[config.mk]
export PLATFORM = sky130hd
export DESIGN_NAME = nibble_mult_seq
export DESIGN_NICKNAME = d
export VERILOG_FILES = /design/src/rtl/mult8_pkg.sv /design/src/rtl/mux2.sv /design/src/rtl/nibble_pp.sv /design/src/rtl/nibble_mult_seq.sv
export SDC_FILE = /design/constraint.sdc
export NUM_CORES = 1
export LEC_CHECK = 0
export ABC_AREA = 1
export ABC_CLOCK_PERIOD_IN_PS = 12200
export CORE_UTILIZATION = 61
export DETAILED_ROUTE_END_ITERATION = 8
export PLACE_DENSITY = 0.85
export RECOVER_POWER = 25
export SYNTH_ARGS = -nofsm -noshare
export SYNTH_HDL_FRONTEND = slang
export SYNTH_SLANG_ARGS = --single-unit
[constraint.sdc]
create_clock -name clk -period 12.2 [get_ports clk]
set_input_delay 1.83 -clock clk [delete_from_list [all_inputs] [get_ports clk]]
set_output_delay 1.83 -clock clk [all_outputs]
set_load 0.03 [all_outputs]
[src/rtl/mult8_pkg.sv]
// Shared widths and FSM state encoding for the 8x8 nibble-based multiplier.
package mult8_pkg;
  localparam int NIB_W  = 4;
  localparam int OP_W   = 8;
  localparam int PROD_W = 16;

  typedef enum logic {
    IDLE = 1'b0,
    RUN  = 1'b1
  } state_t;
endpackage

[src/rtl/mux2.sv]
// Generic 2:1 select, used here to steer operand nibbles.
module mux2 #(
  parameter int W = 4
) (
  input  logic [W-1:0] d0,
  input  logic [W-1:0] d1,
  input  logic         mux_sel,
  output logic [W-1:0] y
);
  assign y = mux_sel ? d1 : d0;
endmodule

[src/rtl/nibble_pp.sv]
// Combinational 4x4 -> 8 unsigned partial-product unit.
module nibble_pp
  import mult8_pkg::*;
(
  input  logic [NIB_W-1:0] x,
  input  logic [NIB_W-1:0] y,
  output logic [OP_W-1:0]  pp
);
  assign pp = OP_W'(x) * OP_W'(y);
endmodule

[src/rtl/nibble_mult_seq.sv]
// Sequential 8x8 unsigned multiplier: one nibble partial product per cycle,
// shifted and accumulated over four RUN cycles.
//
//   state | meaning
//   IDLE  | waiting for start; product holds last result
//   RUN   | accumulating partial product for current step (0..3)
module nibble_mult_seq
  import mult8_pkg::*;
(
  input  logic              clk,
  input  logic              rst_n,
  input  logic              start,
  input  logic [OP_W-1:0]   a,
  input  logic [OP_W-1:0]   b,
  output logic              busy,
  output logic              done,
  output logic [PROD_W-1:0] product
);
  state_t            state, state_nxt;
  logic [1:0]        step, step_nxt;
  logic [PROD_W-1:0] acc, acc_nxt;
  logic [OP_W-1:0]   a_q, a_nxt;
  logic [OP_W-1:0]   b_q, b_nxt;
  logic [PROD_W-1:0] prod_nxt;
  logic              done_nxt;

  logic [NIB_W-1:0]  a_nib, b_nib;
  logic [OP_W-1:0]   pp;
  logic [1:0]        shift_nib;
  logic [PROD_W-1:0] pp_sh;

  mux2 #(.W(NIB_W)) u_mux_a (
    .d0      (a_q[3:0]),
    .d1      (a_q[7:4]),
    .mux_sel (step[0]),
    .y       (a_nib)
  );

  mux2 #(.W(NIB_W)) u_mux_b (
    .d0      (b_q[3:0]),
    .d1      (b_q[7:4]),
    .mux_sel (step[1]),
    .y       (b_nib)
  );

  nibble_pp u_pp (
    .x  (a_nib),
    .y  (b_nib),
    .pp (pp)
  );

  // Shift in nibbles equals the count of high nibbles selected this step.
  assign shift_nib = {1'b0, step[0]} + {1'b0, step[1]};
  assign pp_sh     = PROD_W'(pp) << {shift_nib, 2'b00};

  assign busy = (state == RUN);

  always_comb begin
    state_nxt = state;
    step_nxt  = step;
    acc_nxt   = acc;
    a_nxt     = a_q;
    b_nxt     = b_q;
    prod_nxt  = product;
    done_nxt  = 1'b0;
    unique case (state)
      IDLE: begin
        if (start) begin
          a_nxt     = a;
          b_nxt     = b;
          acc_nxt   = '0;
          step_nxt  = 2'd0;
          state_nxt = RUN;
        end
      end
      RUN: begin
        if (step == 2'd3) begin
          prod_nxt  = acc + pp_sh;
          done_nxt  = 1'b1;
          step_nxt  = 2'd0;
          state_nxt = IDLE;
        end else begin
          acc_nxt  = acc + pp_sh;
          step_nxt = step + 2'd1;
        end
      end
      default: state_nxt = IDLE;
    endcase
  end

  always_ff @(posedge clk or negedge rst_n) begin
    if (!rst_n) begin
      state   <= IDLE;
      step    <= 2'd0;
      acc     <= '0;
      a_q     <= '0;
      b_q     <= '0;
      product <= '0;
      done    <= 1'b0;
    end else begin
      state   <= state_nxt;
      step    <= step_nxt;
      acc     <= acc_nxt;
      a_q     <= a_nxt;
      b_q     <= b_nxt;
      product <= prod_nxt;
      done    <= done_nxt;
    end
  end
endmodule

==> metrics.txt <==
Reg-to-Reg End=acc[15]; Cells after Synth=436; Site Rows=26; maxcap violations=1; Worst-Skew Late Latency=0.32 ns; synth unique cells=33; DR WL/cell=14.1 µm; Root Driver=clkbuf_8; H-tree depth=2; slowest stage delay, CP=0.58 ns; Final Util=74.5%; crit-path most repeated cell=nand2_1; Min-Delay Path Class=flip-flop to flip-flop; slowest CP cell=fa_1; area leader, netlist=dfrtp_1; synth cell count leaders=nand2_1 (145), dfrtp_1 (52), inv_1 (35); Routed Antenna Nets=0; WHS Path Cells=2; Reg area=1300 µm²; Final Hold Vio Count=0; Final HPWL DP=5860 µm; fraction of layout cells with a size suffix above 1=4.46%; area occupied by multi-input gates=1860 µm²; First-pass DRT Iterations=5; CTS Buf Count=5; total grt overflow=0; Reg clk slew, reported paths=0.10 ns; RSZ-0062 raised after global routing=false; Initial Util=64.5%; number of global-route vias before repair=2,892; Seq/Total Area, Yosys=38.7%; final wirelength=7640 µm; DRT iter0 DRCs=283; Worst slew margin=-78.7%; synthesized flop and latch total=52; CP Max Fanout=10; largest net degree at the start of global routing=53; worst path cell trace=nand2_1, o21ai_1, or2_2, fa_1, inv_1, fa_1, inv_1, fa_1, o21ai_1, xnor2_1, nand2_1, o21ai_1, nor2_1, ha_1, nand2_1, inv_1, nand3_1, nand3_1, nand2_1, nand3b_1, nand3_1, nand3_1, nand2_1; Cell Area, Synth=3360 µm²; violated checks=max-capacitance violations, max-slew violations; minimum hold slack=0.484 ns; crit path launch=step[0]; initial antenna violation count=0; # DRC=0; Synth async-reset ratio=100%; number of inserted diodes=0; Max Clk Rate=209 MHz; TNS Setup=0 ns; first-pass GRT wire length=13,200 µm; CP endpoint kind=flip-flop; CTS tree=yes; port bufs=36; Worst Skew=0.0100 ns; postcts setup bufs=0; Area growth, synth to finish=15.5%; Worst setup endpoint=acc[15]; top cells by area, synth=dfrtp_1 (39%), nand2_1 (16%), ha_1 (10%); r2r startpoint=step[0]; Post-CTS Resized=0; Slew Limit Fails=53; Hold Crit Start=b_q[6]; Synthesized Nets=488; via count=2,977; crit path time final=4.79 ns; actual slew at the worst max-slew pin=2.68 ns; Ys Warns=0; Layout Nets=522; status=finished, violations left; synthesized area per cell=7.71 µm²; Data arrival, critical path=4.99 ns; Ports=37; # clock sinks=52; number of synthesized flops with an enable pin=0; fill count=418; final worst path period share=39.2%; Crit Path Category=flip-flop to flip-flop; area of the core=5200 µm²; worst-case clock buffer depth=2; hold_buf cts=0; Vert. Die Dim=76.2 µm; Total Routing Usage GR=28.6%; top-count cell post-synth=nand2_1; Die Wd=76.2 µm; Via density=5.50; Critical Path Source Type=flip-flop; Final Setup Violations=0; GPL Wtd Cong=0.995; top cell type's share of synthesized area=38.7%; die area=5810 µm²; Critical Path RT=12.41 ns; FF-to-FF path depth=23; flop2flop setup slack=7.41 ns; Top FF cell, synth=dfrtp_1
layout by cell type, fill, tap and decap left out, types with 12 or more instances in the layout:
cell | synthesis | final
nand3_1 | 28 | 28
o21ai_1 | 21 | 21
o21ai_0 | 12 | 12
ha_1 | 28 | 28
inv_1 | 35 | 35
nand2_1 | 145 | 145
a21oi_1 | 16 | 16
nor2_1 | 31 | 31
dfrtp_1 | 52 | 52
clkdlybuf4s50_1 | 0 | 35
routing by layer:
metal	part of all wire [%]	up-vias	wire length, µm	track usage, %
li1	-	1476	-	-
met3	6.3	12	478	5.27
met1	45	1370	3430	36.6
met4	1.8	0	134	8.85
met5	0	-	0	0
met2	47	119	3600	48.9
through the flow:
stage          worst slack, ns  std cells  cell area, µm²
6_report                  7.41        541            3880
5_1_grt                   6.97        541            3880
4_1_cts                   7.42        541            3880
3_5_place_dp              7.46        533            3760
3_3_place_gp              7.62        533            3760
2_1_floorplan             7.78        436            3360
flip-flops by register name, summed over array words and instances (netlist names):
name,cells
a_q,8
acc,16
b_q,8
busy,1
done,1
product,16
step,2
layout make-up:
type | instances | area share (%)
repair buffers | 37 | 9.26
inverters | 40 | 3.87
well taps | 70 | 2.26
clock inverters | 2 | 1.00
clock buffers | 6 | 2.13
flip-flops and latches | 52 | 33.5
multi-input cells | 334 | 48.0
worst min path at each step:
stage / slack (ns) / to
6_report: 0.48 / b_q[6]
3_5_place_dp: 0.46 / b_q[6]
2_1_floorplan: 0.44 / a_q[1]
5_1_grt: 0.51 / b_q[4]
4_1_cts: 0.48 / b_q[6]
3_3_place_gp: 0.45 / a_q[3]
cell families (layout without fill, tap and decap cells):
family | Yosys count | count (layout) | synth area share [%]
mux | 5 | 5 | 1.49
xor+xnor | 9 | 9 | 2.35
flops | 52 | 52 | 38.7
compound gates | 62 | 62 | 10.1
fa+ha+maj | 33 | 33 | 13.4
buf+inv | 50 | 85 | 5.88
simple gates | 225 | 225 | 28.1
worst max-delay path, delay by kind of cell, from the launching register on:
| family | cells | cell delay [ns] |
|---|---|---|
| adder cells (fa/ha/maj) | 4 | 1.95 |
| AND/OR/NAND/NOR | 12 | 1.43 |
| flip-flops | 1 | 0.49 |
| AO/OA/AOI/OAI | 3 | 0.42 |
| buffers and inverters | 3 | 0.25 |
| XOR/XNOR | 1 | 0.16 |
Power is left out: the tool's default activity adds up to more than one toggle a clock period on the data nets, which glitch-free logic cannot reach.
